--- src/rtl/seg7_pkg.sv ---
// Shared types and constants for the 7-segment readback path: display codes,
// segment patterns (MSB=a .. LSB=g) and the scan FSM states.
package seg7_pkg;

    typedef logic [4:0] cod_t;
    typedef logic [6:0] pat_t;

    typedef enum logic [1:0] {
        ESPERA,
        CONTANDO,
        CAPTURADO
    } estado_t;

    localparam cod_t COD_BLANCO   = 5'd16;
    localparam cod_t COD_GUION    = 5'd17;
    localparam cod_t COD_INVALIDO = 5'd18;

    localparam pat_t PAT_0      = 7'b1111110;
    localparam pat_t PAT_1      = 7'b0110000;
    localparam pat_t PAT_2      = 7'b1101101;
    localparam pat_t PAT_3      = 7'b1111001;
    localparam pat_t PAT_4      = 7'b0110011;
    localparam pat_t PAT_5      = 7'b1011011;
    localparam pat_t PAT_6      = 7'b1011111;
    localparam pat_t PAT_7      = 7'b1110000;
    localparam pat_t PAT_8      = 7'b1111111;
    localparam pat_t PAT_9      = 7'b1111011;
    localparam pat_t PAT_A      = 7'b1110111;
    localparam pat_t PAT_B      = 7'b0011111;
    localparam pat_t PAT_C      = 7'b1001110;
    localparam pat_t PAT_D      = 7'b0111101;
    localparam pat_t PAT_E      = 7'b1001111;
    localparam pat_t PAT_F      = 7'b1000111;
    localparam pat_t PAT_BLANCO = 7'b0000000;
    localparam pat_t PAT_GUION  = 7'b0000001;

endpackage

--- src/rtl/seg7_patron_decod.sv ---
// Combinational inverse of the hex-to-7-segment encoder: pattern -> display code,
// flagging any pattern the encoder can never produce.
module seg7_patron_decod
    import seg7_pkg::*;
(
    input  pat_t i_patron,
    output logic o_invalido,
    output cod_t o_codigo
);

    always_comb begin
        o_invalido = 1'b0;
        o_codigo   = COD_INVALIDO;
        case (i_patron)
            PAT_0:      o_codigo = 5'd0;
            PAT_1:      o_codigo = 5'd1;
            PAT_2:      o_codigo = 5'd2;
            PAT_3:      o_codigo = 5'd3;
            PAT_4:      o_codigo = 5'd4;
            PAT_5:      o_codigo = 5'd5;
            PAT_6:      o_codigo = 5'd6;
            PAT_7:      o_codigo = 5'd7;
            PAT_8:      o_codigo = 5'd8;
            PAT_9:      o_codigo = 5'd9;
            PAT_A:      o_codigo = 5'd10;
            PAT_B:      o_codigo = 5'd11;
            PAT_C:      o_codigo = 5'd12;
            PAT_D:      o_codigo = 5'd13;
            PAT_E:      o_codigo = 5'd14;
            PAT_F:      o_codigo = 5'd15;
            PAT_BLANCO: o_codigo = COD_BLANCO;
            PAT_GUION:  o_codigo = COD_GUION;
            default:    o_invalido = 1'b1;
        endcase
    end

endmodule

--- src/rtl/seg7_scan_decoder.sv ---
// Samples a multiplexed 7-segment bus, debounces each digit, decodes it and hands
// off complete frames over valid/ready. SEG7_ACTIVO_BAJO_EN selects active-low inputs.
module seg7_scan_decoder
    import seg7_pkg::*;
#(
    parameter  int N_DIG   = 4,
    parameter  int ESTABLE = 3,
    localparam int CNT_W   = $clog2(ESTABLE + 1)
) (
    input  logic                 clk,
    input  logic                 rst,
    input  logic [6:0]           segmentos,
    input  logic [N_DIG-1:0]     anodos,
    input  logic                 listo,
    output logic [5*N_DIG-1:0]   codigos,
    output logic                 valido,
    output logic                 dig_nuevo,
    output logic                 err_cod,
    output logic                 desborde
);

    localparam int IDX_W = (N_DIG > 1) ? $clog2(N_DIG) : 1;

    pat_t             r_seg_m, r_seg_s;
    logic [N_DIG-1:0] r_an_m, r_an_s;
    pat_t             w_seg;
    logic [N_DIG-1:0] w_an, w_an_m1;

    estado_t          r_estado;
    logic [CNT_W-1:0] r_cnt;
    logic [N_DIG-1:0] r_an_lat;
    pat_t             r_pat;

    logic             w_onehot, w_cambio, w_nuevo, w_cap, w_inv, w_lleno, w_acepta;
    logic [IDX_W-1:0] w_idx;
    pat_t             w_dec_in;
    cod_t             w_cod;

    cod_t [N_DIG-1:0] r_dig, w_dig_nxt, r_frame;
    logic [N_DIG-1:0] r_mask, w_mask_nxt;

    always_ff @(posedge clk) begin
        if (rst) begin
            r_seg_m <= '0;
            r_seg_s <= '0;
            r_an_m  <= '0;
            r_an_s  <= '0;
        end else begin
            r_seg_m <= segmentos;
            r_seg_s <= r_seg_m;
            r_an_m  <= anodos;
            r_an_s  <= r_an_m;
        end
    end

`ifdef SEG7_ACTIVO_BAJO_EN
    assign w_seg = ~r_seg_s;
    assign w_an  = ~r_an_s;
`else
    assign w_seg = r_seg_s;
    assign w_an  = r_an_s;
`endif

    assign w_an_m1  = w_an - N_DIG'(1);
    assign w_onehot = (w_an != '0) && ((w_an & w_an_m1) == '0);
    assign w_cambio = (w_an != r_an_lat) || (w_seg != r_pat);
    assign w_nuevo  = (r_estado == ESPERA) || w_cambio;

    // A fresh run counts as one stable cycle, so with ESTABLE==1 the capture
    // lands on the same edge the value is first seen and must decode it directly.
    assign w_cap = w_onehot && (w_nuevo ? (ESTABLE == 1)
                                        : ((r_estado == CONTANDO) && (int'(r_cnt) + 1 == ESTABLE)));
    assign w_dec_in = (ESTABLE == 1) ? w_seg : r_pat;

    always_comb begin
        w_idx = '0;
        for (int i = 0; i < N_DIG; i++)
            if (w_an[i]) w_idx = IDX_W'(i);
    end

    seg7_patron_decod u_decod (
        .i_patron   (w_dec_in),
        .o_invalido (w_inv),
        .o_codigo   (w_cod)
    );

    always_ff @(posedge clk) begin
        if (rst) begin
            r_estado <= ESPERA;
            r_cnt    <= '0;
            r_an_lat <= '0;
            r_pat    <= '0;
        end else if (w_nuevo) begin
            if (w_onehot) begin
                r_estado <= w_cap ? CAPTURADO : CONTANDO;
                r_cnt    <= CNT_W'(1);
                r_an_lat <= w_an;
                r_pat    <= w_seg;
            end else begin
                r_estado <= ESPERA;
                r_cnt    <= '0;
            end
        end else if (r_estado == CONTANDO) begin
            r_cnt <= r_cnt + CNT_W'(1);
            if (w_cap) r_estado <= CAPTURADO;
        end
    end

    always_comb begin
        w_dig_nxt  = r_dig;
        w_mask_nxt = r_mask;
        if (w_cap) begin
            w_dig_nxt[w_idx]  = w_cod;
            w_mask_nxt[w_idx] = 1'b1;
        end
    end

    assign w_lleno  = w_cap && (&w_mask_nxt);
    assign w_acepta = valido && listo;
    assign codigos  = r_frame;

    always_ff @(posedge clk) begin
        if (rst) begin
            r_dig     <= {N_DIG{COD_BLANCO}};
            r_frame   <= {N_DIG{COD_BLANCO}};
            r_mask    <= '0;
            valido    <= 1'b0;
            dig_nuevo <= 1'b0;
            err_cod   <= 1'b0;
            desborde  <= 1'b0;
        end else begin
            dig_nuevo <= w_cap;
            err_cod   <= w_cap && w_inv;
            r_dig     <= w_dig_nxt;
            if (w_lleno) begin
                // A frame completing while the previous one is still unaccepted is lost.
                r_mask <= '0;
                if (!valido || w_acepta) begin
                    r_frame <= w_dig_nxt;
                    valido  <= 1'b1;
                end else begin
                    desborde <= 1'b1;
                end
            end else begin
                r_mask <= w_mask_nxt;
                if (w_acepta) valido <= 1'b0;
            end
        end
    end

endmodule

--- config.mk ---
export PLATFORM = sky130hd
export DESIGN_NAME = seg7_scan_decoder
export DESIGN_NICKNAME = d
export VERILOG_FILES = /design/src/rtl/seg7_pkg.sv /design/src/rtl/seg7_patron_decod.sv /design/src/rtl/seg7_scan_decoder.sv
export SDC_FILE = /design/constraint.sdc
export NUM_CORES = 1
export LEC_CHECK = 0
export BUFFER_PORTS_ARGS = -buffer_cell sky130_fd_sc_hd__buf_2
export CAP_MARGIN = 20
export CORE_UTILIZATION = 26
export DETAILED_ROUTE_END_ITERATION = 10
export GPL_TIMING_DRIVEN = 0
export PLACE_DENSITY_LB_ADDON = 0.05
export SYNTH_ARGS = -nofsm -noshare
export SYNTH_HDL_FRONTEND = slang
export SYNTH_HIERARCHICAL = 1
export SYNTH_SLANG_ARGS = --single-unit
--- constraint.sdc ---
create_clock -name clk -period 3 [get_ports clk]
set_input_delay 0.3 -clock clk [delete_from_list [all_inputs] [get_ports clk]]
set_output_delay 0.3 -clock clk [all_outputs]
set_load 0.05 [all_outputs]
==> impl_metrics.toml, run 1 <==
[worst_hold_path]
min-delay-start = "segmentos[3]"
hold_path_end = "r_seg_m[3]$_SDFF_PP0_"
min_path_cells = 2
hp-class = "in2reg"

[detailed_routing]
routed_wl_um = 8960
met3WireLength_um = 352
num_vias = 2896
drc_errors = 0
drt_pass1_iterations = 4
wl_per_cell_um = 14.4
via_per_inst = 4.65
top_layer = "met4"
antenna_left = 0
wl_met1_um = 4370
wl_met2_um = 4050
drtIter0Drc = 212

[critical_path]
r2r-start = "r_pat[0]$_SDFFE_PP0P_"
path_class = "reg2reg"
required_ns = 3.20
r2r_slack_ns = 0.46
arrival_ns = 2.73
r2r-end = "codigos[6]$_SDFFE_PP0P_"
ff2ff_path_depth = 8
crit_fanout = 10
endpoint_kind = "flop"
critPathLaunchType = "flop"

[global_routing]
grt_usage_pct = 13.5
antenna_found_initial = 0
grt_first_pass_wirelength_um = 14800
grt_overflow = 0
grt_pass1_vias = 2796
grt_max_degree = 14

[layout]
finalInstanceArea_um2 = 4370
multi_input_area_um2 = 1800
fillers = 1505
drive_above_1_share_pct = 21.2
final_cells = 623
nets = 453
antenna_cells = 0
ff_latch_area_um2 = 1700
final_core_util_pct = 31.5
syn2layout_area_growth_pct = 18.5

[cts]
clk_pin_slew_ns = 0.06
clkLatencyLatePin_ns = 0.34
postCtsResizedCells = 0
cts_made_buffers = 9
htreeDepth = 3
cts_root_buf = "clkbuf_16"
post_cts_buffers = 0
tritoncts = "yes"
cts_max_path_buffers = 2
postCtsHoldBufs = 0
clock_sinks = 85

[yosys]
synth_edf_count = 0
avgSynthCellArea_um2 = 9.46
ys.warnings.count = 6
synth_seq_cells = 85
synth_area_leaders = "dfxtp_1, mux2i_1, nor2_1"
synth-main-ff-cell = "dfxtp_1"
synth.top_cell.area_share_pct = 46.1
synthArstFlopShare_pct = 0
synth_area_um2 = 3690
ys_types = 63
synth_top_cells_by_count = "dfxtp_1, nor2_1, nor2b_1, mux2i_1, nand2_1"
syn_inst = 390
yosysTopAreaCell = "dfxtp_1"
yosysMostFrequentCell = "dfxtp_1"
syn-num-nets = 405
ys_seq_area_share_pct = 46.1

[sta]
rsz0062_at_grt = "no"
hold_viol_final = 0
slew_violations = 0
setup_viol = 0
tightest_slew_ns = 0.835
skew_ns = 0.00717
layout_setup_ws_ns = 0.465
fin_crit_ns = 2.54
fin_tns_setup_ns = 0
fmax_mhz = 394
fin_crit_sh_pct = 84.5
relSlewSlack_pct = 43.7
hold_slack_ns = 0.167

[die]
die-area_um2 = 14700
fp.dieH_um = 121
fp.dieW_um = 121
core-area_um2 = 13900
ioPinCount = 38
initial_core_util_pct = 26.6
rows = 43

[power_and_ir_drop]
power.density_nw_per_um2 = 535
power_mw = 2.34
p_sw_mw = 0.551
power_leakage_nw = 1.78
internal_power_mw = 1.79
ir_drop_mv = 0.348
p_seq_share_pct = 49.7
sw_frac_of_total_pct = 23.5
combPwrFrac_pct = 6.3
clock_power_share_pct = 44.0

[placement]
place_inst = 607
numPortBuffers = 37
gp_congestion = 0.836
place_area_um2 = 4100
post-place-ws_ns = 0.496
place.detailed.hpwl_um = 6460

[outcome]
outcome = "finished clean"

[flow_run]
cap_violations = 0
==> worst max-delay path, stage by stage (launching register included) <==
cell and delay, ns:
dfxtp_1 0.43, clkbuf_1 0.35, nand2_1 0.19, a211oi_1 0.39, nor2_1 0.09, and3_4 0.20
a211o_1 0.39, mux2i_1 0.24, a211oi_2 0.10
==> registers in the layout, indices dropped and copies added (netlist names) <==
signal     cells
r_an_s         4
dig_nuevo      1
codigos       20
err_cod        1
r_estado       2
r_pat          7
r_cnt          2
r_dig         20
r_an_m         4
valido         1
r_seg_m        7
r_mask         4
r_an_lat       4
desborde       1
r_seg_s        7
==> power by group through the flow <==
stage	Clock, mW	Sequential [mW]	Combinational [mW]
after global placement	0	1.19	0.150
final	1.03	1.16	0.147
after global routing	1.12	1.17	0.166
after detailed placement	0	1.19	0.150
after floorplan	0	1.18	0.107
after CTS	1.09	1.16	0.150
==> worst max-delay path by stage <==
stage                          start                       end  depth (start not counted)
2_1_floorplan  r_pat[1]$_SDFFE_PP0P_   codigos[1]$_SDFFE_PP0P_                          8
3_3_place_gp   r_pat[0]$_SDFFE_PP0P_  codigos[12]$_SDFFE_PP0P_                          7
3_5_place_dp   r_pat[0]$_SDFFE_PP0P_   codigos[2]$_SDFFE_PP0P_                          7
4_1_cts        r_pat[0]$_SDFFE_PP0P_   codigos[7]$_SDFFE_PP0P_                          7
5_1_grt        r_pat[0]$_SDFFE_PP0P_   codigos[1]$_SDFFE_PP0P_                          8
6_report       r_pat[0]$_SDFFE_PP0P_   codigos[6]$_SDFFE_PP0P_                          8
==> cell type report <==
cell class / count / area share, %
Clock inverter: 3 / 0.486
Inverter: 8 / 0.687
Sequential cell: 85 / 38.9
Multi-Input combinational cell: 270 / 41.1
Tap cell: 180 / 5.15
Clock buffer: 13 / 5.72
Timing Repair Buffer: 37 / 4.23
Buffer: 27 / 3.75
==> metal layers <==
metal / vias up / GRT usage (%)
met4: 0 / 6.25
met2: 68 / 20.7
li1: 1455 / -
met1: 1358 / 17.6
met3: 15 / 3.62
met5: - / 0
==> kinds of logic (layout without fill, tap and decap cells) <==
kind of cell / count (synthesis) / after routing / share of synthesized area [%]
simple gates: 157 / 157 / 23.6
flops: 85 / 85 / 46.1
compound gates: 74 / 74 / 14.8
buf+inv: 35 / 88 / 5.25
mux: 24 / 24 / 6.51
xor+xnor: 13 / 13 / 3.08
fa+ha+maj: 2 / 2 / 0.644
==> cell usage in the layout (no fill, tap or decap), types with 9 or more instances in the layout <==
master,n
dfxtp_1,85
nor2_1,53
buf_2,43
nor2b_1,26
mux2i_1,24
nand2_1,21
o21ai_0,19
a21oi_1,15
clkbuf_1,14
xor2_1,11
a211oi_2,10
clkbuf_16,9
No activity file was read; power rests on OpenSTA's default activity.
==> run 2, diff against run 1 <==
==> constraint.sdc (replaced) <==
create_clock -name clk -period 2.2 [get_ports clk]
set_input_delay 0.22 -clock clk [delete_from_list [all_inputs] [get_ports clk]]
set_output_delay 0.22 -clock clk [all_outputs]
set_load 0.05 [all_outputs]
==> run 2 against run 1 <==
  * Non-clock buffer count is 19 higher
  * Clock-buffer cell count stayed put
  * Maximum frequency is 16% higher
  * Critical path depth stayed put
  * Via count is 3.4% higher
  * Design area is 12% higher
  * Clock skew hardly changed
  * Global-route usage is 0.16 points higher
  * Register-to-register slack worse by 0.44 ns
  * Sequential power is 37% higher
==> impl_metrics.toml, run 2 (same netlist as run 1, synthesis figures left out) <==
[sta]
fin_crit_sh_pct = 99.0
rsz0062_at_grt = "yes"
relSlewSlack_pct = 52.5
skew_ns = 0.00754
fmax_mhz = 459
hold_viol_final = 0
fin_crit_ns = 2.18
tightest_slew_ns = 0.713
slew_violations = 0
layout_setup_ws_ns = 0.0216
setup_viol = 0

[critical_path]
cp_top_family = "simple AND/OR/NAND/NOR gates"
endpoint_kind = "flop"
ff2ff_path_depth = 8
r2r_slack_ns = 0.02
r2r-end = "codigos[9]$_SDFFE_PP1P_"
critPathLaunchType = "flop"
cpPeakStageDelay_ns = 0.62
path_class = "reg2reg"
crit_fanout = 7
crit_buf_inv = 2
arrival_ns = 2.40
worstPathCellList = "buf_6 -> maj3_2 -> nor3_4 -> buf_6 -> o21ai_4 -> or4_4 -> nor2_8 -> a22oi_1"
r2r-start = "r_an_s[2]$_SDFF_PP0_"
required_ns = 2.42
critical_path.slowest_cell = "or4_4"
path_common_cell = "buf_6"

[cts]
clkLatencyLatePin_ns = 0.34
clk_pin_slew_ns = 0.06
cts_made_buffers = 9
htreeDepth = 3
cts_max_path_buffers = 2
clock_sinks = 85
cts_root_buf = "clkbuf_16"
tritoncts = "yes"

[power_and_ir_drop]
power.density_nw_per_um2 = 662
power_leakage_nw = 1.87
ir_drop_mv = 0.475

[detailed_routing]
drt_pass1_iterations = 4
drc_errors = 0
via_per_inst = 4.66
wl_per_cell_um = 14.4
antenna_left = 0
drtIter0Drc = 182
num_vias = 2994
routed_wl_um = 9250

[layout]
drive_above_1_share_pct = 34.4
antenna_cells = 0
fillers = 1460
mostFrequentLayoutCells = "dfxtp_1, nor2_1, buf_2"
final_core_util_pct = 35.2
nets = 472
final_common_cell = "dfxtp_1"
syn2layout_area_growth_pct = 32.5

[global_routing]
grt_pass1_vias = 2854
grt_overflow = 0
antenna_found_initial = 0
grt_usage_pct = 13.7
grt_max_degree = 14
grt_first_pass_wirelength_um = 15000

[die]
die-area_um2 = 14700
ioPinCount = 38
fp.dieH_um = 121
core-area_um2 = 13900
initial_core_util_pct = 26.6
fp.dieW_um = 121
rows = 43

[worst_hold_path]
min-delay-start = "segmentos[3]"
hp-class = "in2reg"
min_path_cells = 2
hold_path_end = "r_seg_m[3]$_SDFF_PP0_"

[placement]
post-place-ws_ns = -0.304
gp_congestion = 0.836
numPortBuffers = 37
place.detailed.hpwl_um = 6460

[outcome]
outcome = "finished clean"

[flow_run]
cap_violations = 0
-- run 2: cell types whose count changed in the layout (fill, tap and decap cells not counted), moves of 8 or more --
cell | before | now
dfxtp_1 | 85 | 76
buf_4 | 4 | 18
mux2i_4 | 0 | 9
mux2i_1 | 24 | 10
dfxtp_2 | 0 | 8
-- run 2: power by group --
part           internal, mW  switching (mW)
sequential             1.57          0.0192
clock                 0.797           0.614
combinational        0.0980           0.141
-- run 2: timing repair --
item | 4_1_cts | 5_1_grt
gates resized for setup | 27 | 55
hold buffers | 0 | 0
pin swaps | 4 | 8
cloned | 0 | 1
buffers inserted | 4 | 15
endpoints found under the setup margin | 39 | 53
-- run 2: worst max path at each step --
stage,startpoint,endpoint,depth (start not counted)
global placement,r_pat[0]$_SDFFE_PP0P_,codigos[12]$_SDFFE_PP0P_,7
detailed placement,r_pat[0]$_SDFFE_PP0P_,codigos[2]$_SDFFE_PP0P_,7
floorplan,r_pat[1]$_SDFFE_PP0P_,codigos[1]$_SDFFE_PP0P_,8
global route,r_an_s[2]$_SDFF_PP0_,codigos[9]$_SDFFE_PP1P_,8
finish,r_an_s[2]$_SDFF_PP0_,codigos[9]$_SDFFE_PP1P_,8
CTS,r_an_s[0]$_SDFF_PP0_,codigos[3]$_SDFFE_PP0P_,7
-- run 2: per-layer routing --
layer  part of all wire (%)  GRT usage [%]  wire length [um]
met2                     46           20.9              4250
met3                    3.8           3.62               353
met5                      0              0                 0
met4                    2.1           6.56               191
met1                     48           17.7              4450
-- run 2: layout make-up --
cell class	instances	area, um2	area share, %
clock inverters	3	21.3	0.435
multi-input cells	270	2080	42.5
inverters	8	30.0	0.614
flip-flops and latches	85	1720	35.1
plain buffers	26	195	3.99
repair buffers	57	377	7.70
clock buffers	13	250	5.12
well taps	180	225	4.60
-- run 2: metrics by stage --
stage	cell area (um2)	hold slack, ns	power, mW	TNS (ns)	std cells
finish	4890	0.0873	3.24	0	642
global route	4890	0.0732	3.38	-0.444	642
CTS	4500	0.0723	3.29	-0.00903	627
detailed placement	4100	0.420	1.82	-5.48	607
global placement	4100	0.423	1.83	-7.31	607
floorplan	3690	0.348	1.76	0	390
